===== src/rtl/ctl_in_sequencer_pkg.sv =====
// ----------------------------------------------------------------------------
// ctl_in_sequencer_pkg
// Shared definitions for the control-IN sequencer: FSM state encodings,
// the default control max packet size and endpoint number constants.
// No ports (package).
// ----------------------------------------------------------------------------
package ctl_in_sequencer_pkg;

    typedef enum logic [2:0] {
        CIS_IDLE    = 3'd0,
        CIS_WAIT_IN = 3'd1,
        CIS_XFER    = 3'd2,
        CIS_DRAIN   = 3'd3,
        CIS_DONE    = 3'd4
    } cis_state_e;

    localparam int         CIS_DEF_MAX_PACKET = 64;
    localparam logic [3:0] CIS_EP0            = 4'd0;
    localparam logic [3:0] CIS_EP_USER_DEF    = 4'd2;

endpackage


===== src/rtl/ctl_in_sequencer.sv =====
// ----------------------------------------------------------------------------
// ctl_in_sequencer
// Shares the control-IN data path towards the transaction FSM between the
// pipe0 descriptor source (s0) and a user control endpoint source (s1).
// Per control transfer the source is chosen from the SETUP endpoint, the
// response is truncated to wLength and cut into MAX_PACKET_SIZE packets,
// one packet per IN token. Bytes beyond wLength are drained from the source.
//
// Ports:
//   clock, reset             clock, asynchronous active-low reset
//   start_i, endp_i, length_i SETUP strobe with endpoint and wLength
//   in_req_i                 IN token strobe for the control pipe
//   abort_i                  new SETUP / bus reset strobe (highest priority)
//   s0_* / s1_*              source streams (pipe0 ROM / user endpoint)
//   m_*                      output stream to the transaction FSM
//   busy_o, sel_o            transfer active, latched source select
//   done_o, zlp_o            data-stage complete strobe, ZLP-required strobe
//
// Build option: define USB_CTL_ZLP_EN to generate zlp_o; otherwise zlp_o
// is tied low and no ZLP logic exists.
// ----------------------------------------------------------------------------
module ctl_in_sequencer
    import ctl_in_sequencer_pkg::*;
#(
    parameter int         MAX_PACKET_SIZE = CIS_DEF_MAX_PACKET,
    parameter logic [3:0] EP_USER         = CIS_EP_USER_DEF,
    parameter int         USE_EP_USER     = 1
) (
    input  logic        clock,
    input  logic        reset,
    input  logic        start_i,
    input  logic [3:0]  endp_i,
    input  logic [15:0] length_i,
    input  logic        in_req_i,
    input  logic        abort_i,
    input  logic        s0_tvalid_i,
    output logic        s0_tready_o,
    input  logic        s0_tlast_i,
    input  logic [7:0]  s0_tdata_i,
    input  logic        s1_tvalid_i,
    output logic        s1_tready_o,
    input  logic        s1_tlast_i,
    input  logic [7:0]  s1_tdata_i,
    output logic        m_tvalid_o,
    input  logic        m_tready_i,
    output logic        m_tlast_o,
    output logic [7:0]  m_tdata_o,
    output logic        busy_o,
    output logic        sel_o,
    output logic        done_o,
    output logic        zlp_o
);

    localparam int            CW         = $clog2(MAX_PACKET_SIZE) + 1;
    localparam logic [CW-1:0] CHUNK_LAST = CW'(MAX_PACKET_SIZE - 1);

    cis_state_e    state_r;
    cis_state_e    state_s;
    logic [15:0]   remaining_r;
    logic [CW-1:0] chunk_r;
    logic          sel_r;
    logic          src_end_r;   // selected source has delivered its tlast
    logic          aborted_r;   // transfer was aborted: finish silently

    logic          src_tvalid_s;
    logic          src_tlast_s;
    logic [7:0]    src_tdata_s;
    logic          src_tready_s;
    logic          last_rem_s;
    logic          last_chunk_s;
    logic          m_tlast_s;
    logic          xfer_hs_s;
    logic          drain_last_s;
    logic          src_end_now_s;

    // Selected-source view of the two input streams
    always_comb begin
        if (sel_r) begin
            src_tvalid_s = s1_tvalid_i;
            src_tlast_s  = s1_tlast_i;
            src_tdata_s  = s1_tdata_i;
        end else begin
            src_tvalid_s = s0_tvalid_i;
            src_tlast_s  = s0_tlast_i;
            src_tdata_s  = s0_tdata_i;
        end
    end

    assign last_rem_s    = (remaining_r == 16'd1);
    assign last_chunk_s  = (chunk_r == CHUNK_LAST);
    assign m_tlast_s     = src_tlast_s | last_chunk_s | last_rem_s;
    assign xfer_hs_s     = (state_r == CIS_XFER) & src_tvalid_s & m_tready_i;
    assign drain_last_s  = (state_r == CIS_DRAIN) & src_tvalid_s & src_tlast_s;
    // A tlast beat accepted in the abort cycle already ends the source stream
    assign src_end_now_s = src_end_r | (xfer_hs_s & src_tlast_s);

    // Zero-latency stream mux: pass-through in XFER, sink-all in DRAIN
    always_comb begin
        m_tvalid_o   = 1'b0;
        m_tdata_o    = 8'd0;
        m_tlast_o    = 1'b0;
        src_tready_s = 1'b0;
        case (state_r)
            CIS_XFER: begin
                m_tvalid_o   = src_tvalid_s;
                m_tdata_o    = src_tdata_s;
                m_tlast_o    = m_tlast_s;
                src_tready_s = m_tready_i;
            end
            CIS_DRAIN: begin
                src_tready_s = 1'b1;
            end
            default: begin
                src_tready_s = 1'b0;
            end
        endcase
        s0_tready_o = src_tready_s & ~sel_r;
        s1_tready_o = src_tready_s & sel_r;
    end

    // Next-state logic; abort_i outranks every other event
    always_comb begin
        state_s = state_r;
        case (state_r)
            CIS_IDLE: begin
                if (start_i) begin
                    state_s = (length_i == 16'd0) ? CIS_DRAIN : CIS_WAIT_IN;
                end else begin
                    state_s = CIS_IDLE;
                end
            end
            CIS_WAIT_IN: begin
                if (abort_i) begin
                    state_s = src_end_r ? CIS_IDLE : CIS_DRAIN;
                end else if (in_req_i) begin
                    state_s = CIS_XFER;
                end else begin
                    state_s = CIS_WAIT_IN;
                end
            end
            CIS_XFER: begin
                if (abort_i) begin
                    state_s = src_end_now_s ? CIS_IDLE : CIS_DRAIN;
                end else if (xfer_hs_s && m_tlast_s) begin
                    if (src_tlast_s) begin
                        state_s = CIS_DONE;
                    end else if (last_rem_s) begin
                        state_s = CIS_DRAIN;
                    end else begin
                        state_s = CIS_WAIT_IN;
                    end
                end else begin
                    state_s = CIS_XFER;
                end
            end
            CIS_DRAIN: begin
                if (drain_last_s) begin
                    state_s = (aborted_r || abort_i) ? CIS_IDLE : CIS_DONE;
                end else begin
                    state_s = CIS_DRAIN;
                end
            end
            CIS_DONE: begin
                state_s = CIS_IDLE;
            end
            default: begin
                state_s = CIS_IDLE;
            end
        endcase
    end

    // State register, byte counters and per-transfer flags
    always_ff @(posedge clock or negedge reset) begin
        if (!reset) begin
            state_r     <= CIS_IDLE;
            remaining_r <= 16'd0;
            chunk_r     <= '0;
            sel_r       <= 1'b0;
            src_end_r   <= 1'b0;
            aborted_r   <= 1'b0;
        end else begin
            state_r <= state_s;
            case (state_r)
                CIS_IDLE: begin
                    if (start_i) begin
                        sel_r       <= (USE_EP_USER != 0) && (endp_i == EP_USER);
                        remaining_r <= length_i;
                        chunk_r     <= '0;
                        src_end_r   <= 1'b0;
                        aborted_r   <= 1'b0;
                    end
                end
                CIS_WAIT_IN: begin
                    if (abort_i) begin
                        aborted_r <= 1'b1;
                    end else if (in_req_i) begin
                        chunk_r <= '0;
                    end
                end
                CIS_XFER: begin
                    if (xfer_hs_s) begin
                        remaining_r <= remaining_r - 16'd1;
                        chunk_r     <= chunk_r + CW'(1);
                        if (src_tlast_s) begin
                            src_end_r <= 1'b1;
                        end
                    end
                    if (abort_i) begin
                        aborted_r <= 1'b1;
                    end
                end
                CIS_DRAIN: begin
                    if (abort_i) begin
                        aborted_r <= 1'b1;
                    end
                    if (drain_last_s) begin
                        src_end_r <= 1'b1;
                    end
                end
                default: begin
                    aborted_r <= aborted_r;
                end
            endcase
        end
    end

    assign busy_o = (state_r != CIS_IDLE);
    assign sel_o  = sel_r;
    assign done_o = (state_r == CIS_DONE);

`ifdef USB_CTL_ZLP_EN
    logic zlp_r;

    // Remember a source end on a full packet while wLength was not reached
    always_ff @(posedge clock or negedge reset) begin
        if (!reset) begin
            zlp_r <= 1'b0;
        end else if ((state_r == CIS_IDLE) && start_i) begin
            zlp_r <= 1'b0;
        end else if (xfer_hs_s && src_tlast_s && !abort_i && last_chunk_s && !last_rem_s) begin
            zlp_r <= 1'b1;
        end else begin
            zlp_r <= zlp_r;
        end
    end

    assign zlp_o = zlp_r & (state_r == CIS_DONE);
`else
    assign zlp_o = 1'b0;
`endif

endmodule


===== config.mk =====
export PLATFORM = sky130hd
export DESIGN_NAME = ctl_in_sequencer
export DESIGN_NICKNAME = d
export VERILOG_FILES = /design/src/rtl/ctl_in_sequencer_pkg.sv /design/src/rtl/ctl_in_sequencer.sv
export SDC_FILE = /design/constraint.sdc
export NUM_CORES = 1
export LEC_CHECK = 0
export BUFFER_PORTS_ARGS = -buffer_cell sky130_fd_sc_hd__clkbuf_2
export CAP_MARGIN = 20
export CORE_MARGIN = 2
export CORE_UTILIZATION = 43
export DETAILED_ROUTE_END_ITERATION = 10
export MAX_ROUTING_LAYER = met4
export PLACE_DENSITY = 0.79
export SYNTH_ARGS = -nofsm -noshare
export SYNTH_HDL_FRONTEND = slang
export SYNTH_SLANG_ARGS = --single-unit

===== constraint.sdc =====
create_clock -name clock -period 2 [get_ports clock]
set_clock_uncertainty 0.1 [all_clocks]
set_input_delay 0.4 -clock clock [delete_from_list [all_inputs] [get_ports clock]]
set_output_delay 0.4 -clock clock [all_outputs]
set_load 0.005 [all_outputs]

==> results.toml, run 1 <==
[run_status]
status = "finished, violations left"
violations = "setup timing"

[route]
antenna_left = 0
totalWireLength_um = 6500
first_pass_iters = 4
drcViolationCount = 0
avgViaCountPerCell = 5.66
wl_per_cell_um = 16.0
via_count = 2305
drt_iter0_drc = 139

[global_routing]
gr-total-overflow = 0
antenna_found_initial = 0
track_usage = 0.252
grt_pass1_wl_um = 10200
grt_pass1_vias = 2187
grt_max_degree = 30

[critical_path]
path_class = "reg -> out"
worstSetupStartpointType = "flip-flop"
end_kind = "output pin"
critPathSlowestCell = "dfrtp_1"
cp.arrival_ps = 1680
critPathMaxStageDelay_ps = 380
path_delay_family = "simple AND/OR/NAND/NOR gates"
crit_chain = "inv_2 -> ha_4 -> nor4b_4 -> nand4_1 -> nor3b_4 -> nor2_1 -> buf_2"
cp_max_fo = 4
crit_buf_inv = 2
required_ps = 1500

[logic_synthesis]
ys_seq_elements = 29
yosys.area_share.simple = 0.300
synth_cells = 255
synth_area_per_cell_um2 = 8.33
synth.net_count = 304
synth_edf_count = 0
ys_seq_area_frac = 0.342
synth_compound_area_frac = 0.198
synth_flop_cell = "dfrtp_1"
synthArstFlopShare = 1.00
yosysUniqueCellTypes = 56
synth_top_family_by_area = "simple AND/OR/NAND/NOR gates"
synth_warnings = 0
netlist_area_um2 = 2120
synth_xor_xnor_area_share = 0.0206
synthMuxAreaShare = 0.0725
synthAdderAreaFrac = 0.0177

[timing]
setup_viol = 13
max_freq_mhz = 460
worst_slew_pin_slew_ps = 757
rsz0062_at_grt = "true"
finalWorstSetupSlack_ps = -175
slew_violations = 0
finalCritPeriodShare = 1.09
max_slew_margin = 0.496
hold-worst-slack_ps = 74.4
period_needed_ps = 2180
final-hold-violation-count = 0

[clocking]
htreeDepth = 2
path_clk_slew_ps = 70
cts.sinks = 29
cts_tree = "yes"
clk_path_buf_depth = 2
cts_buffers = 5
root_buffer = "clkbuf_8"
clk_latency_ps = 290
cts_hold_buf = 0

[die]
die_area_um2 = 5520
core_um2 = 4750
chipWidth_um = 74.3
start_util = 0.447
die-height_um = 74.3
ios = 62
rows = 25

[placement]
placed_cell_area_um2 = 2610
dp_slack_ps = 27.8
dp_hpwl_um = 4570
port_buffers = 60
gp_congestion = 0.979

[power_and_ir_drop]
ir_worst_vdd_uv = 660
cellPowerDensity_nw_per_um2 = 1260
p_leak_nw = 1.28

[finish]
final_nets = 389
diodes = 0
drive_above_1_share = 0.406
areaGrowthSynthToFinish_pct = 39.5
finish.instance_area_um2 = 2960
final_util = 0.623

[worst_hold_path]
hold_class = "in -> async"

[job]
maxCapViolCount = 0
kinds of logic after synthesis:
| family | count (synthesis) |
|---|---|
| AO/OA/AOI/OAI | 68 |
| XOR/XNOR | 5 |
| adder cells (fa/ha/maj) | 3 |
| buffers and inverters | 22 |
| flip-flops | 29 |
| multiplexers | 15 |
| other | 1 |
| AND/OR/NAND/NOR | 112 |
sequential cells by signal (all words and copies together) (netlist names):
signal	cells
sel_o	1
src_end_r	1
aborted_r	1
remaining_r	16
state_r	3
chunk_r	7
worst paths after layout:
| kind | cells after the start | slack (ps) | end | start |
|---|---|---|---|---|
| worst max-delay path | 7 | -180 | m_tlast_o | remaining_r[1] |
| worst min-delay path | 1 | 70 | remaining_r[4] | reset |
| worst max register to register | 7 | -70 | remaining_r[11] | remaining_r[4] |
| worst min register to register | 1 | 390 | state_r[2] | aborted_r |
| max in group asynchronous | 1 | 1200 | state_r[1] | reset |
| min in group clock | 3 | 270 | remaining_r[12] | length_i[12] |
metrics by stage:
stage	setup TNS, ps	instances	power, W
6_report	-387	407	0.00372
3_5_place_dp	0	392	0.00273
2_1_floorplan	0	255	0.00211
3_3_place_gp	0	392	0.00269
5_1_grt	-1440	407	0.00399
4_1_cts	-217	404	0.00344
power by group:
group	leakage (nW)	internal, W	switching [W]
clock	0.0540	0.000362	0.000234
sequential	0.360	0.000810	0.000269
combinational	0.870	0.000949	0.00110
synthesized netlist by cell type, drive strengths merged (2+ instances only):
cell type,number,area [um2]
dfrtp,29,726
nor2b,2,12.5
nor4,7,80.1
nand3b,2,15.0
o21ai,25,125
nand2,26,97.6
nand4,4,25.0
inv,9,33.8
buf,9,52.6
or3b,2,17.5
nor3,10,61.3
o22ai,2,12.5
nor2,31,121
or4,4,30.0
nand2b,2,12.5
clkbuf,4,15.0
nor3b,2,26.3
a21oi,19,98.9
mux2i,12,120
a32oi,2,17.5
ha,3,37.5
nor4b,2,32.5
nand3,14,75.1
a22oi,2,15.0
xor2,5,43.8
a31oi,3,18.8
mux2,3,33.8
o211ai,4,30.0
per-layer routing:
metal / GRT usage / wire, um
met5: - / 0
met4: 0.0952 / 108
met3: 0.0474 / 414
met2: 0.393 / 3160
met1: 0.328 / 2820
cell usage in the layout (no fill, tap or decap), types with 2 or more instances in the layout:
| cell | instances |
|---|---|
| or4_1 | 3 |
| nor2_2 | 4 |
| buf_2 | 5 |
| o22ai_1 | 2 |
| nor4_4 | 3 |
| o21ai_1 | 7 |
| clkbuf_2 | 55 |
| clkbuf_8 | 5 |
| nor2_4 | 9 |
| nor2b_1 | 2 |
| a21oi_1 | 18 |
| nor3b_4 | 2 |
| xor2_1 | 5 |
| nor2_1 | 18 |
| nand2b_1 | 2 |
| nand4_1 | 4 |
| nand3b_1 | 2 |
| a22oi_1 | 2 |
| a31oi_1 | 3 |
| dfrtp_1 | 26 |
| nand3_1 | 13 |
| buf_4 | 28 |
| nor4_1 | 4 |
| dfrtp_2 | 3 |
| mux2_2 | 3 |
| ha_1 | 2 |
| o211ai_1 | 4 |
| nor3_1 | 8 |
| mux2i_1 | 12 |
| nand2_1 | 25 |
| inv_1 | 7 |
| o21ai_0 | 18 |
| nor4b_4 | 2 |
| a32oi_1 | 2 |
what timing repair did:
action,4_1_cts,5_1_grt
resized for setup,10,37
setup endpoints to repair,11,17
buffers inserted,5,2
pin swaps,7,9
gates cloned,0,1
area by class of cell:
| class | instances | area [um2] |
|---|---|---|
| Timing Repair Buffer | 91 | 567 |
| Fill cell | 420 | 1790 |
| Inverter | 9 | 36.3 |
| Clock inverter | 2 | 35.0 |
| Multi-Input combinational cell | 204 | 1440 |
| Clock buffer | 5 | 68.8 |
| Sequential cell | 29 | 729 |
| Tap cell | 67 | 83.8 |
No activity file was read; power rests on OpenSTA's default activity.
==> run 2: changes to the inputs <==
==> constraint.sdc (replaced) <==
create_clock -name clock -period 2 [get_ports clock]
set_clock_uncertainty 0.1 [all_clocks]
set_input_delay 0.2 -clock clock [delete_from_list [all_inputs] [get_ports clock]]
set_output_delay 0.2 -clock clock [all_outputs]
set_load 0.005 [all_outputs]
==> run 2 against run 1 <==
  * The flow still finishes with violations (setup timing)
  * Sequential share of layout area up 1.5 points
  * Wire length down 6.2%
  * Maximum frequency up 7.0%
  * Clock power down 22%
  * Die area unchanged
  * Critical path type unchanged
  * Non-clock buffer count down 4
==> results.toml, run 2 (synthesis results as in run 1) <==
[run_status]
status = "finished, violations left"
violations = "setup timing"

[global_routing]
track_usage = 0.245
gr-total-overflow = 0
grt_pass1_wl_um = 9870
grt_max_degree = 30
grt_pass1_vias = 2094
antenna_found_initial = 0

[clocking]
clk_path_buf_depth = 2
cts_tree = "yes"
clk_latency_ps = 280
htreeDepth = 2
path_clk_slew_ps = 60
root_buffer = "clkbuf_8"
cts_buffers = 5
cts.sinks = 29

[finish]
final_util = 0.586
final_nets = 385
largest_reg_flops = 16
diodes = 0
fillCellCount = 443
areaGrowthSynthToFinish_pct = 31.2
final_common_cell = "clkbuf_2"
largest-register = "remaining_r"
reg.largest.list = "remaining_r: 16 flops, chunk_r: 7 flops, state_r: 3 flops"
final_cell_mix = "59 x clkbuf_2, 29 x nor2_1, 27 x dfrtp_1"
drive_above_1_share = 0.344

[job]
maxCapViolCount = 0

[worst_hold_path]
min_from = "length_i[12]"
worstHoldEndpoint = "remaining_r[12]"
hold_path_depth = 3
hold_class = "in -> reg"

[timing]
setup_viol = 2
period_needed_ps = 2030
slew_violations = 0
finalWorstSetupSlack_ps = -33.8
finalCritPeriodShare = 1.02
rsz0062_at_grt = "true"
max_slew_margin = 0.496
hold-worst-slack_ps = 59.5
max_freq_mhz = 492
final-hold-violation-count = 0
setup_tns_ps = -44.1
worst_slew_pin_slew_ps = 756

[die]
chipWidth_um = 74.3
rows = 25
ios = 62
core_um2 = 4750
die_area_um2 = 5520
die-height_um = 74.3
start_util = 0.447

[route]
avgViaCountPerCell = 5.67
first_pass_iters = 4
via_count = 2290
antenna_left = 0
drcViolationCount = 0
wl_per_cell_um = 15.1
totalWireLength_um = 6100
drt_iter0_drc = 201

[critical_path]
worstSetupStartpointType = "flip-flop"
cp_max_fo = 3
required_ps = 1700
cp-startpoint = "remaining_r[1]"
r2r_slack_ps = -10
crit_chain = "inv_2 -> ha_4 -> nor4b_4 -> nand4_1 -> nor3b_4 -> nor2_1 -> buf_2"
reg2reg_from = "remaining_r[1]"
critPathSlowestCell = "dfrtp_1"
critPathMaxStageDelay_ps = 380
end_kind = "output pin"
path_delay_family = "simple AND/OR/NAND/NOR gates"
crit_buf_inv = 2
r2r-end = "state_r[1]"
rr_worst_depth = 10
path_class = "reg -> out"
cp.arrival_ps = 1730

[placement]
port_buffers = 60
dp_slack_ps = 13.4
gp_congestion = 0.923
dp_hpwl_um = 4530

[power_and_ir_drop]
p_leak_nw = 1.22
finalPower_w = 0.00329
internal_power_w = 0.00182
power_switching_w = 0.00147
seq_power_share = 0.339
switching_share = 0.446
ir_worst_vdd_uv = 478
clkPwrFrac = 0.142
combPwrFrac = 0.519
cellPowerDensity_nw_per_um2 = 1180
## run 2: cell count changes in the layout (fill, tap and decap cells not counted), moves of 2 or more
cell and change:
nor2_1 +11, nor2_4 -9, buf_2 -4, clkbuf_2 +4
buf_4 -3, clkbuf_1 +3, nor2_2 -2
## run 2: how the worst max path moves through the flow
stage,endpoint,slack [ps],depth (start not counted)
3_5_place_dp,remaining_r[12],10,5
4_1_cts,m_tlast_o,1,5
5_1_grt,m_tlast_o,-100,7
3_3_place_gp,remaining_r[12],70,5
2_1_floorplan,remaining_r[12],210,5
6_report,m_tlast_o,-30,7
## run 2: routing by layer
layer / up-vias / share of wire / global-route usage / wire length, um
met3: 12 / 0.093 / 0.0515 / 570
met2: 142 / 0.46 / 0.382 / 2800
met4: 0 / 0.020 / 0.0992 / 124
li1: 1104 / - / - / -
met1: 1032 / 0.43 / 0.312 / 2600
met5: - / 0 / - / 0
## run 2: final cells by class
cell class	count	area, um2	share of cell area
repair buffers	87	509	0.183
multi-input cells	204	1350	0.485
well taps	67	83.8	0.0301
flip-flops and latches	29	728	0.261
inverters	9	33.8	0.0121
clock buffers	8	80.1	0.0287
## run 2: timing repair
action                                 CTS  global route
buffers inserted                         5             4
hold buffers                             1             0
setup endpoints to repair                1            19
gates resized for setup                  7             7
endpoints found under the hold margin   29             0
pin swaps                                3             3
## run 2: power by group through the flow
stage          Sequential (W)  Clock, W  Combinational [W]
4_1_cts               0.00110  0.000482            0.00163
2_1_floorplan         0.00100         0            0.00111
3_5_place_dp          0.00108         0            0.00159
3_3_place_gp          0.00107         0            0.00155
6_report              0.00112  0.000466            0.00171
5_1_grt               0.00115  0.000506            0.00187
## run 2: per-stage QoR
| step | std cells | cell area, um2 |
|---|---|---|
| after detailed placement | 386 | 2570 |
| final | 404 | 2790 |
| after CTS | 400 | 2730 |
| after global routing | 404 | 2790 |
| after floorplan | 255 | 2120 |
| after global placement | 386 | 2570 |
## run 2: worst reg2reg max path, cell delays in order (launching register included)
cell and delay (ps):
dfrtp_1 380, inv_2 90, ha_4 130, nor4b_4 200, nand4_1 210, buf_4 190, buf_4 120, buf_4 120
a21oi_1 140, nor3_1 70, o211ai_1 180
==> run 3: changes to the inputs <==
--- a/config.mk
+++ b/config.mk
@@ -7,11 +7,13 @@
 export LEC_CHECK = 0
 export BUFFER_PORTS_ARGS = -buffer_cell sky130_fd_sc_hd__clkbuf_2
 export CAP_MARGIN = 20
+export CELL_PAD_IN_SITES_DETAIL_PLACEMENT = 0
+export CELL_PAD_IN_SITES_GLOBAL_PLACEMENT = 1
 export CORE_MARGIN = 2
-export CORE_UTILIZATION = 43
+export CORE_UTILIZATION = 38
 export DETAILED_ROUTE_END_ITERATION = 10
 export MAX_ROUTING_LAYER = met4
-export PLACE_DENSITY = 0.79
+export PLACE_DENSITY = 0.91
 export SYNTH_ARGS = -nofsm -noshare
 export SYNTH_HDL_FRONTEND = slang
 export SYNTH_SLANG_ARGS = --single-unit
==> run 3 against run 2 <==
  * The run still ends with setup timing left
  * Flip-flop and latch count is the same
  * Non-clock buffer count shrank 3
  * Power grew 0.57%
  * Wire length shrank 0.80%
  * Sequential power shrank 4%
  * Critical path depth shrank 1
  * First-iteration DRC count shrank 1.5%
  * Maximum frequency shrank 2.7%
  * Cell count grew 0.25%
  * Cell area shrank 0.85%
  * Clock-buffer cell count shrank 1
  * Clock power grew 6.4%
  * Largest cell class unchanged
  * Largest power group unchanged
==> results.toml, run 3 (synthesis results as in run 1) <==
[run_status]
status = "finished, violations left"
violations = "setup timing"

[finish]
final_common_cell = "clkbuf_2"
largest-register = "remaining_r"
final_cell_mix = "60 x clkbuf_2, 29 x nor2_1, 26 x dfrtp_1"
seq_area_um2 = 729
multi_input_area_um2 = 1340
drive_above_1_share = 0.345
final_nets = 382
largest_reg_flops = 16
diodes = 0
fillCellCount = 524
reg.largest.list = "remaining_r: 16 flops, chunk_r: 7 flops, state_r: 3 flops"
areaGrowthSynthToFinish_pct = 30.1

[route]
wl_per_cell_um = 14.9
first_pass_iters = 4
totalWireLength_um = 6050
antenna_left = 0
drcViolationCount = 0
via_count = 2231
drt_iter0_drc = 198
avgViaCountPerCell = 5.51

[clocking]
cts.sinks = 29
path_clk_slew_ps = 60
root_buffer = "clkbuf_8"
clk_path_buf_depth = 2
htreeDepth = 2
clk_latency_ps = 280
cts_tree = "yes"
cts_buffers = 5

[power_and_ir_drop]
switching_share = 0.441
cellPowerDensity_nw_per_um2 = 1200
finalPower_w = 0.00331
combPwrFrac = 0.526
ir_worst_vdd_uv = 441
p_leak_nw = 1.21
internal_power_w = 0.00185
power_switching_w = 0.00146
clkPwrFrac = 0.150
seq_power_share = 0.325

[timing]
rsz0062_at_grt = "true"
setup_viol = 2
slew_violations = 0
finalWorstSetupSlack_ps = -89.4
period_needed_ps = 2090
final-hold-violation-count = 0
finalCritPeriodShare = 1.04
setup_tns_ps = -95.8
max_slew_margin = 0.485
max_freq_mhz = 479
hold-worst-slack_ps = 70.8
worst_slew_pin_slew_ps = 773

[placement]
dp_hpwl_um = 4490
gp_congestion = 0.867
port_buffers = 60
dp_slack_ps = 61.4

[critical_path]
path_class = "reg -> out"
critPathSlowestCell = "dfrtp_2"
crit_buf_inv = 2
crit_cells = 6
reg2reg_from = "remaining_r[3]"
end_kind = "output pin"
cp.arrival_ps = 1790
r2r_slack_ps = -10
r2r-end = "remaining_r[12]"
required_ps = 1700
critPathMaxStageDelay_ps = 440
cp_max_fo = 4
rr_worst_depth = 6
path_delay_family = "simple AND/OR/NAND/NOR gates"
worstSetupStartpointType = "flip-flop"
crit_chain = "nor4_4 -> buf_4 -> nand4_1 -> nor3b_2 -> nor2_1 -> clkbuf_2"

[die]
rows = 27
die_area_um2 = 6200
die-height_um = 78.8
ios = 62
chipWidth_um = 78.8
start_util = 0.390
core_um2 = 5440

[global_routing]
grt_pass1_wl_um = 10100
antenna_found_initial = 0
gr-total-overflow = 0
grt_pass1_vias = 2143
track_usage = 0.214
grt_max_degree = 30

[worst_hold_path]
worstHoldEndpoint = "remaining_r[12]"
min_from = "length_i[12]"
hold_path_depth = 3
hold_class = "in -> reg"

[job]
maxCapViolCount = 0
## run 3: routing by layer
layer  routed length [um]  track usage  part of all wire  up-vias
li1                     -            -                 -     1086
met1                 2630        0.273              0.43     1035
met2                 2890        0.344              0.48      100
met3                  431       0.0420             0.071       10
met4                   95       0.0684             0.016        0
met5                    0            -                 0        -
## run 3: timing repair
action / in CTS / in global routing
pin swaps: 4 / 3
setup buffers: 4 / 2
gates resized for setup: 6 / 5
endpoints found under the setup margin: 1 / 13
hold endpoints to repair: 29 / 0
hold buffers: 1 / 0
## run 3: worst register-to-register path, cell delays in order, from the launching register on
cell	delay, ps
dfrtp_2	440
nor4_4	350
buf_4	180
nand3_4	80
or4_4	420
a221oi_2	240
a21oi_1	70
## run 3: through the flow
step,std cells,utilization,instance area (um2)
after floorplan,255,-,2120
after global placement,391,0.473,2570
after detailed placement,391,0.473,2570
after CTS,403,0.501,2730
after global routing,405,0.508,2760
final,405,0.508,2760
## run 3: worst max-delay path by stage
stage              startpoint         endpoint  slack [ps]
2_1_floorplan  remaining_r[7]  remaining_r[12]         210
3_3_place_gp   remaining_r[7]  remaining_r[12]          90
3_5_place_dp   remaining_r[7]  remaining_r[12]          60
4_1_cts        remaining_r[9]        m_tlast_o         -30
5_1_grt        remaining_r[3]        m_tlast_o        -160
6_report       remaining_r[3]        m_tlast_o         -90
## run 3: power by group through the flow
stage | Sequential (W) | Clock, W | Combinational [W]
after floorplan | 0.00100 | 0 | 0.00111
after global placement | 0.00107 | 0 | 0.00158
after detailed placement | 0.00107 | 0 | 0.00161
after CTS | 0.00106 | 0.000499 | 0.00169
after global routing | 0.00110 | 0.000533 | 0.00193
final | 0.00107 | 0.000496 | 0.00174
## run 3: final cells by class
type	instances	area share
Multi-Input combinational cell	204	0.485
Sequential cell	29	0.264
Timing Repair Buffer	84	0.175
Tap cell	72	0.0326
Clock buffer	7	0.0312
Inverter	9	0.0122
